--- config.mk ---
export PLATFORM = sky130hd
export DESIGN_NAME = pipe_hazard_ctrl_flat
export DESIGN_NICKNAME = d
export VERILOG_FILES = /design/src/rtl/pipe_hazard_ctrl_pkg.sv /design/src/rtl/pipe_hazard_ctrl_if.sv /design/src/rtl/pipe_fwd_unit.sv /design/src/rtl/pipe_hazard_ctrl.sv /design/src/flat_wrapper.sv
export SDC_FILE = /design/constraint.sdc
export NUM_CORES = 1
export LEC_CHECK = 0
export BUFFER_PORTS_ARGS = -buffer_cell sky130_fd_sc_hd__buf_2
export CAP_MARGIN = 20
export CORE_AREA = 8 8 65 50
export DETAILED_ROUTE_END_ITERATION = 12
export DIE_AREA = 0 0 73 58
export PLACE_DENSITY = 0.75
export SLEW_MARGIN = 15
export SYNTH_ARGS = -nofsm -noshare
export SYNTH_HDL_FRONTEND = slang
export SYNTH_SLANG_ARGS = --single-unit
--- constraint.sdc ---
create_clock -name clk -period 2.2 [get_ports clk]
set_clock_uncertainty 0.1 [all_clocks]
set_input_delay 0.22 -clock clk [delete_from_list [all_inputs] [get_ports clk]]
set_output_delay 0.22 -clock clk [all_outputs]
set_load 0.005 [all_outputs]
--- src/rtl/pipe_hazard_ctrl_pkg.sv ---
// Shared types for the pipeline hazard controller: FSM states, forwarding selects
// and the hard-wired zero register index.
package pipe_pkg;
    typedef enum logic [1:0] {
        RUN      = 2'd0,
        MEM_WAIT = 2'd1,
        MEM_ERR  = 2'd2
    } hz_state_t;

    typedef enum logic [1:0] {
        FWD_RF  = 2'd0,
        FWD_MEM = 2'd1,
        FWD_WB  = 2'd2
    } fwd_sel_t;

    localparam logic [4:0] REG_X0 = 5'd0;
endpackage

--- src/rtl/pipe_hazard_ctrl_if.sv ---
// Signal bundle between the datapath and pipe_hazard_ctrl. The perf counter
// outputs exist only when HAZARD_PERF_EN is defined.
interface pipe_hazard_ctrl_if;
    logic [4:0]  id_rs1;
    logic [4:0]  id_rs2;
    logic        id_use_rs1;
    logic        id_use_rs2;
    logic [4:0]  ex_rs1;
    logic [4:0]  ex_rs2;
    logic [4:0]  ex_rd;
    logic        ex_mem_read;
    logic        ex_br_taken;
    logic [4:0]  mem_rd;
    logic        mem_reg_wr;
    logic        mem_req;
    logic        dmem_ready;
    logic [4:0]  wb_rd;
    logic        wb_reg_wr;
    logic        err_clr;
    logic        stall_if;
    logic        flush_if_id;
    logic        flush_id_ex;
    logic        stall_id_ex;
    logic        stall_ex_mem;
    logic        flush_mem_wb;
    logic [1:0]  fwd_a;
    logic [1:0]  fwd_b;
    logic        mem_err;
    logic [1:0]  fsm_state;
`ifdef HAZARD_PERF_EN
    logic [31:0] perf_stall_cnt;
    logic [31:0] perf_flush_cnt;
`endif

    // Datapath side: drives decoded pipeline fields, consumes control.
    modport master (
        output id_rs1, id_rs2, id_use_rs1, id_use_rs2, ex_rs1, ex_rs2, ex_rd,
               ex_mem_read, ex_br_taken, mem_rd, mem_reg_wr, mem_req, dmem_ready,
               wb_rd, wb_reg_wr, err_clr,
        input  stall_if, flush_if_id, flush_id_ex, stall_id_ex, stall_ex_mem,
               flush_mem_wb, fwd_a, fwd_b, mem_err, fsm_state
`ifdef HAZARD_PERF_EN
        , input perf_stall_cnt, perf_flush_cnt
`endif
    );

    modport slave (
        input  id_rs1, id_rs2, id_use_rs1, id_use_rs2, ex_rs1, ex_rs2, ex_rd,
               ex_mem_read, ex_br_taken, mem_rd, mem_reg_wr, mem_req, dmem_ready,
               wb_rd, wb_reg_wr, err_clr,
        output stall_if, flush_if_id, flush_id_ex, stall_id_ex, stall_ex_mem,
               flush_mem_wb, fwd_a, fwd_b, mem_err, fsm_state
`ifdef HAZARD_PERF_EN
        , output perf_stall_cnt, perf_flush_cnt
`endif
    );
endinterface

--- src/rtl/pipe_fwd_unit.sv ---
// Forwarding select for one EX operand; the younger EX/MEM result wins over MEM/WB.
module pipe_fwd_unit
    import pipe_pkg::*;
(
    input  logic [4:0] rs,
    input  logic [4:0] mem_rd,
    input  logic       mem_reg_wr,
    input  logic [4:0] wb_rd,
    input  logic       wb_reg_wr,
    output fwd_sel_t   sel
);
    always_comb begin
        sel = FWD_RF;
        if (mem_reg_wr && mem_rd != REG_X0 && mem_rd == rs) begin
            sel = FWD_MEM;
        end else if (wb_reg_wr && wb_rd != REG_X0 && wb_rd == rs) begin
            sel = FWD_WB;
        end
    end
endmodule

--- src/rtl/pipe_hazard_ctrl.sv ---
// Hazard controller: stall/flush priority, operand forwarding and a dmem wait FSM
// with timeout watchdog. Define HAZARD_PERF_EN to add stall/flush perf counters.
module pipe_hazard_ctrl
    import pipe_pkg::*;
#(
    parameter int MEM_TIMEOUT = 16,
    parameter int TO_W        = $clog2(MEM_TIMEOUT + 1)
) (
    input  logic              clk,
    input  logic              reset,
    pipe_hazard_ctrl_if.slave hz
);
    hz_state_t       state, state_next;
    logic [TO_W-1:0] cnt, cnt_next;
    logic            err_q;
    logic            err_set;
    logic            freeze;
    logic            in_err;
    logic            load_use;
    fwd_sel_t        sel_a, sel_b;

    always_ff @(posedge clk or negedge reset) begin
        if (!reset) begin
            state <= RUN;
            cnt   <= '0;
            err_q <= 1'b0;
        end else begin
            state <= state_next;
            cnt   <= cnt_next;
            if (err_set) begin
                err_q <= 1'b1;
            end else if (hz.err_clr) begin
                err_q <= 1'b0;
            end
        end
    end

    // Unused encoding 3 falls into default and behaves exactly like RUN.
    always_comb begin
        state_next = state;
        cnt_next   = cnt;
        err_set    = 1'b0;
        freeze     = 1'b0;
        in_err     = 1'b0;
        case (state)
            MEM_WAIT: begin
                if (hz.dmem_ready) begin
                    state_next = RUN;
                    cnt_next   = '0;
                end else begin
                    freeze = 1'b1;
                    if (cnt == TO_W'(MEM_TIMEOUT)) begin
                        state_next = MEM_ERR;
                        cnt_next   = '0;
                        err_set    = 1'b1;
                    end else begin
                        cnt_next = cnt + TO_W'(1);
                    end
                end
            end
            MEM_ERR: begin
                in_err     = 1'b1;
                state_next = RUN;
            end
            default: begin
                state_next = RUN;
                if (hz.mem_req && !hz.dmem_ready) begin
                    freeze     = 1'b1;
                    state_next = MEM_WAIT;
                    cnt_next   = TO_W'(1);
                end
            end
        endcase
    end

    assign load_use = hz.ex_mem_read && hz.ex_rd != REG_X0 &&
                      ((hz.id_use_rs1 && hz.id_rs1 == hz.ex_rd) ||
                       (hz.id_use_rs2 && hz.id_rs2 == hz.ex_rd));

    // Priority: memory freeze, then taken branch, then load-use bubble.
    always_comb begin
        hz.stall_if     = 1'b0;
        hz.flush_if_id  = 1'b0;
        hz.flush_id_ex  = 1'b0;
        hz.stall_id_ex  = 1'b0;
        hz.stall_ex_mem = 1'b0;
        hz.flush_mem_wb = in_err;
        if (freeze) begin
            hz.stall_if     = 1'b1;
            hz.stall_id_ex  = 1'b1;
            hz.stall_ex_mem = 1'b1;
            hz.flush_mem_wb = 1'b1;
        end else if (hz.ex_br_taken) begin
            hz.flush_if_id = 1'b1;
            hz.flush_id_ex = 1'b1;
        end else if (load_use) begin
            hz.stall_if    = 1'b1;
            hz.flush_id_ex = 1'b1;
        end
    end

    pipe_fwd_unit u_fwd_a (
        .rs         (hz.ex_rs1),
        .mem_rd     (hz.mem_rd),
        .mem_reg_wr (hz.mem_reg_wr),
        .wb_rd      (hz.wb_rd),
        .wb_reg_wr  (hz.wb_reg_wr),
        .sel        (sel_a)
    );

    pipe_fwd_unit u_fwd_b (
        .rs         (hz.ex_rs2),
        .mem_rd     (hz.mem_rd),
        .mem_reg_wr (hz.mem_reg_wr),
        .wb_rd      (hz.wb_rd),
        .wb_reg_wr  (hz.wb_reg_wr),
        .sel        (sel_b)
    );

    assign hz.fwd_a     = sel_a;
    assign hz.fwd_b     = sel_b;
    assign hz.mem_err   = err_q;
    assign hz.fsm_state = state;

`ifdef HAZARD_PERF_EN
    logic [31:0] stall_cnt, flush_cnt;

    always_ff @(posedge clk or negedge reset) begin
        if (!reset) begin
            stall_cnt <= '0;
            flush_cnt <= '0;
        end else begin
            if (hz.stall_if && stall_cnt != 32'hFFFF_FFFF) begin
                stall_cnt <= stall_cnt + 32'd1;
            end
            if ((hz.flush_if_id || hz.flush_id_ex) && flush_cnt != 32'hFFFF_FFFF) begin
                flush_cnt <= flush_cnt + 32'd1;
            end
        end
    end

    assign hz.perf_stall_cnt = stall_cnt;
    assign hz.perf_flush_cnt = flush_cnt;
`endif
endmodule

--- src/flat_wrapper.sv ---
// flat-port wrapper written by rule: the top's interface ports become plain ports
module pipe_hazard_ctrl_flat import pipe_pkg::*;
#(
    parameter int MEM_TIMEOUT = 16,
    parameter int TO_W        = $clog2(MEM_TIMEOUT + 1)
)
  (clk, reset, hz_id_rs1, hz_id_rs2, hz_id_use_rs1, hz_id_use_rs2, hz_ex_rs1, hz_ex_rs2, hz_ex_rd, hz_ex_mem_read, hz_ex_br_taken, hz_mem_rd, hz_mem_reg_wr, hz_mem_req, hz_dmem_ready, hz_wb_rd, hz_wb_reg_wr, hz_err_clr, hz_stall_if, hz_flush_if_id, hz_flush_id_ex, hz_stall_id_ex, hz_stall_ex_mem, hz_flush_mem_wb, hz_fwd_a, hz_fwd_b, hz_mem_err, hz_fsm_state);
  pipe_hazard_ctrl_if hz_i ();
  input  logic clk;
  input  logic reset;
  input wire logic [$bits(hz_i.id_rs1)-1:0] hz_id_rs1;
  input wire logic [$bits(hz_i.id_rs2)-1:0] hz_id_rs2;
  input wire logic [$bits(hz_i.id_use_rs1)-1:0] hz_id_use_rs1;
  input wire logic [$bits(hz_i.id_use_rs2)-1:0] hz_id_use_rs2;
  input wire logic [$bits(hz_i.ex_rs1)-1:0] hz_ex_rs1;
  input wire logic [$bits(hz_i.ex_rs2)-1:0] hz_ex_rs2;
  input wire logic [$bits(hz_i.ex_rd)-1:0] hz_ex_rd;
  input wire logic [$bits(hz_i.ex_mem_read)-1:0] hz_ex_mem_read;
  input wire logic [$bits(hz_i.ex_br_taken)-1:0] hz_ex_br_taken;
  input wire logic [$bits(hz_i.mem_rd)-1:0] hz_mem_rd;
  input wire logic [$bits(hz_i.mem_reg_wr)-1:0] hz_mem_reg_wr;
  input wire logic [$bits(hz_i.mem_req)-1:0] hz_mem_req;
  input wire logic [$bits(hz_i.dmem_ready)-1:0] hz_dmem_ready;
  input wire logic [$bits(hz_i.wb_rd)-1:0] hz_wb_rd;
  input wire logic [$bits(hz_i.wb_reg_wr)-1:0] hz_wb_reg_wr;
  input wire logic [$bits(hz_i.err_clr)-1:0] hz_err_clr;
  output wire logic [$bits(hz_i.stall_if)-1:0] hz_stall_if;
  output wire logic [$bits(hz_i.flush_if_id)-1:0] hz_flush_if_id;
  output wire logic [$bits(hz_i.flush_id_ex)-1:0] hz_flush_id_ex;
  output wire logic [$bits(hz_i.stall_id_ex)-1:0] hz_stall_id_ex;
  output wire logic [$bits(hz_i.stall_ex_mem)-1:0] hz_stall_ex_mem;
  output wire logic [$bits(hz_i.flush_mem_wb)-1:0] hz_flush_mem_wb;
  output wire logic [$bits(hz_i.fwd_a)-1:0] hz_fwd_a;
  output wire logic [$bits(hz_i.fwd_b)-1:0] hz_fwd_b;
  output wire logic [$bits(hz_i.mem_err)-1:0] hz_mem_err;
  output wire logic [$bits(hz_i.fsm_state)-1:0] hz_fsm_state;
  assign hz_i.id_rs1 = hz_id_rs1;
  assign hz_i.id_rs2 = hz_id_rs2;
  assign hz_i.id_use_rs1 = hz_id_use_rs1;
  assign hz_i.id_use_rs2 = hz_id_use_rs2;
  assign hz_i.ex_rs1 = hz_ex_rs1;
  assign hz_i.ex_rs2 = hz_ex_rs2;
  assign hz_i.ex_rd = hz_ex_rd;
  assign hz_i.ex_mem_read = hz_ex_mem_read;
  assign hz_i.ex_br_taken = hz_ex_br_taken;
  assign hz_i.mem_rd = hz_mem_rd;
  assign hz_i.mem_reg_wr = hz_mem_reg_wr;
  assign hz_i.mem_req = hz_mem_req;
  assign hz_i.dmem_ready = hz_dmem_ready;
  assign hz_i.wb_rd = hz_wb_rd;
  assign hz_i.wb_reg_wr = hz_wb_reg_wr;
  assign hz_i.err_clr = hz_err_clr;
  assign hz_stall_if = hz_i.stall_if;
  assign hz_flush_if_id = hz_i.flush_if_id;
  assign hz_flush_id_ex = hz_i.flush_id_ex;
  assign hz_stall_id_ex = hz_i.stall_id_ex;
  assign hz_stall_ex_mem = hz_i.stall_ex_mem;
  assign hz_flush_mem_wb = hz_i.flush_mem_wb;
  assign hz_fwd_a = hz_i.fwd_a;
  assign hz_fwd_b = hz_i.fwd_b;
  assign hz_mem_err = hz_i.mem_err;
  assign hz_fsm_state = hz_i.fsm_state;
  pipe_hazard_ctrl #(.MEM_TIMEOUT(MEM_TIMEOUT), .TO_W(TO_W)) u_core (.clk(clk), .reset(reset), .hz(hz_i));
endmodule
==> flow_summary.toml <==
[die]
start_util = 0.387
ios = 59
die_y_um = 58
die_w_um = 73
dieArea_um2 = 4230
num_rows = 15
coreArea_um2 = 2310

[timing]
tightest_slew_ns = 0.474
hold_violations = 0
maxSlewViolCount = 0
max-slew-margin-rel = 0.681
post-route-period-util = 0.937
final.setup.tns_ns = 0
rsz0062_at_grt = "no"
fin_crit_ns = 2.06
setup_viol = 0
max_freq_mhz = 485

[finish]
final_common_cell = "buf_2"
diodes = 0
fillerInstances = 225
area_growth_pct = 40.9
nets = 216
drive_above_1_share = 0.409
final_cells = 198
layout_common_cells = "58 x buf_2, 25 x xor2_1, 8 x inv_1, 8 x xnor2_1, 8 x dfrtp_1"
final_area_um2 = 1260
fin_util = 0.545

[grt]
overflow = 0
antenna_found_initial = 0
grt_max_degree = 10
grt_pass1_wl_mm = 4.77
use_met2 = 0.238
met1_usage = 0.153
grtUsageTotal = 0.138
grt_pass1_vias = 1079
use_met3 = 0.0620
gr-max-usage-layer = "met2"

[clock_tree]
clkTransAtPathRegs_ns = 0.06
root_buffer = "clkbuf_4"
htree_levels = 1
clk_latency_ns = 0.26
numCtsBuffers = 3
post-cts-setup-buffer-count = 0
cts.sinks = 8
cts_buffer_depth = 2
cts_tree = "built"

[place]
placed_cells = 194
place_hpwl_mm = 2.61
place_congestion = 0.860
port_buffers = 58
place_area_um2 = 1220

[power_and_ir_drop]
clockPowerShare = 0.233
p_int_uw = 329
switching_power_uw = 173
switching_share = 0.345
p_per_area_nw_per_um2 = 399
peakVddDrop_mv = 0.274
seq_power_share = 0.360
pwr-share-comb = 0.407
p_total_uw = 502
leakage_uw = 0.000622

[critical_path]
end_kind = "output pin"
criticalPathCategory = "reg -> out"
rrSetupSlack_ns = 0.48
crit_fanout = 5
reg2reg_depth = 6
start_kind = "register"
required_ns = 1.88
r2r_end = "u_core.cnt[1]"
cp.arrival_ns = 1.74
reg2reg_from = "u_core.hz.fsm_state[1]"

[synthesis]
syn_nets = 153
synth-xor-area-share = 0.324
synth_adder_area_share = 0.0560
netlist.top_cell.by_area = "xor2_1"
synth_edf_count = 0
yosysTopAreaCellShare = 0.245
synthTopCellsByArea = "xor2_1 25%, dfrtp_1 22%, xnor2_1 7.8%"
ys_async_sr_fraction = 1.00
synth_cells = 103
synth-warning-count = 0
synthMuxAreaShare = 0.0112
syn_area_um2 = 893
synth_top_family_by_area = "XOR/XNOR gates"
yosysSeqAreaShare = 0.224
syn_avg_cell_area_um2 = 8.67
yosys.area_share.simple = 0.210
ys_seq_elements = 8
ys.flop_type = "dfrtp_1"
synth-compound-area-share = 0.129
synth_cell_types = 31

[route]
ant_nets = 0
drt_iter0_markers = 37
drt_wl_total_mm = 2.95
routedWlPerCell_um = 14.9
vias = 982
route.detailed.drc = 0
dr.pass1.iters = 4
via_per_inst = 4.96

[run_status]
status = "finished clean"

[min_path]
hp-class = "in -> reg"
hold_path.startpoint = "hz_dmem_ready"
whs_endpoint = "u_core.hz.fsm_state[0]"
hold_depth = 2

[job]
maxCapViolCount = 0
## registers in the layout, summed over array words and instances (netlist names)
| register | count |
|---|---|
| u_core.cnt | 5 |
| u_core.hz.fsm_state | 2 |
| u_core.hz.mem_err | 1 |
## worst max path at each step
stage | from | cells after the start | slack [ns] | to
2_1_floorplan | u_core.hz.fsm_state[1] | 7 | 0.38 | hz_flush_id_ex
6_report | u_core.hz.fsm_state[0] | 7 | 0.14 | hz_flush_id_ex
3_5_place_dp | u_core.hz.fsm_state[0] | 7 | 0.33 | hz_flush_id_ex
4_1_cts | u_core.hz.fsm_state[0] | 7 | 0.04 | hz_flush_id_ex
5_1_grt | u_core.hz.fsm_state[0] | 7 | 0.003 | hz_flush_id_ex
3_3_place_gp | hz_mem_rd[0] | 6 | 0.39 | hz_fwd_a[1]
## layer usage
metal  share of wire  up-vias  wire (um)
met4          0.0081        0         24
met5               0        -          0
met3            0.13        4        376
met2            0.48       46       1400
met1            0.39      446       1150
li1                -      486          -
## kinds of logic (layout without fill, tap and decap cells)
| logic type | after synthesis | count (layout) |
|---|---|---|
| AO/OA/AOI/OAI | 17 | 17 |
| adder cells (fa/ha/maj) | 4 | 4 |
| flip-flops | 8 | 8 |
| buffers and inverters | 10 | 71 |
| XOR/XNOR | 33 | 33 |
| AND/OR/NAND/NOR | 30 | 30 |
| multiplexers | 1 | 1 |
## area by class of cell
| class | count | area [um2] | share of cell area |
|---|---|---|---|
| Tap cell | 34 | 42.5 | 0.0338 |
| Clock buffer | 3 | 22.5 | 0.0179 |
| Sequential cell | 8 | 200 | 0.159 |
| Multi-Input combinational cell | 85 | 656 | 0.521 |
| Inverter | 8 | 30.0 | 0.0239 |
| Timing Repair Buffer | 60 | 308 | 0.245 |
## through the flow
stage               hold WS, ns  worst slack [ns]
floorplan                -0.176             0.377
global placement        -0.0265             0.390
detailed placement      -0.0216             0.334
CTS                      0.0517            0.0436
global route             0.0707           0.00288
finish                   0.0676             0.139
## Yosys cell counts (2+ instances only)
master / number
nor2b_1: 2
o2111ai_1: 2
or4_1: 5
xor2_1: 25
a21oi_1: 3
xnor2_1: 8
o21ai_0: 2
and2_1: 2
ha_1: 4
nand2_1: 3
nor2_1: 5
nor4_1: 4
a32oi_1: 2
nor4_2: 2
inv_1: 8
nand3_1: 3
a31oi_1: 2
dfrtp_1: 8
## critical path, cell delays in order, from the launching register on
cell      delay, ns
dfrtp_1        0.39
inv_1          0.06
ha_1           0.30
nand2_1        0.11
a21oi_2        0.09
or2_2          0.29
o21bai_1       0.12
buf_2          0.13
## power groups by stage
stage	clock network (uW)	registers (uW)	logic (uW)
6_report	117	181	204
5_1_grt	131	184	228
4_1_cts	124	181	205
3_5_place_dp	0	184	202
3_3_place_gp	0	182	195
2_1_floorplan	0	179	111
## timing repair
item | in CTS | in global routing
gates resized for setup | 0 | 1
hold buffers | 1 | 0
hold endpoints to repair | 8 | 0
endpoints found under the setup margin | 0 | 3
(Power assumes the default switching activity.)
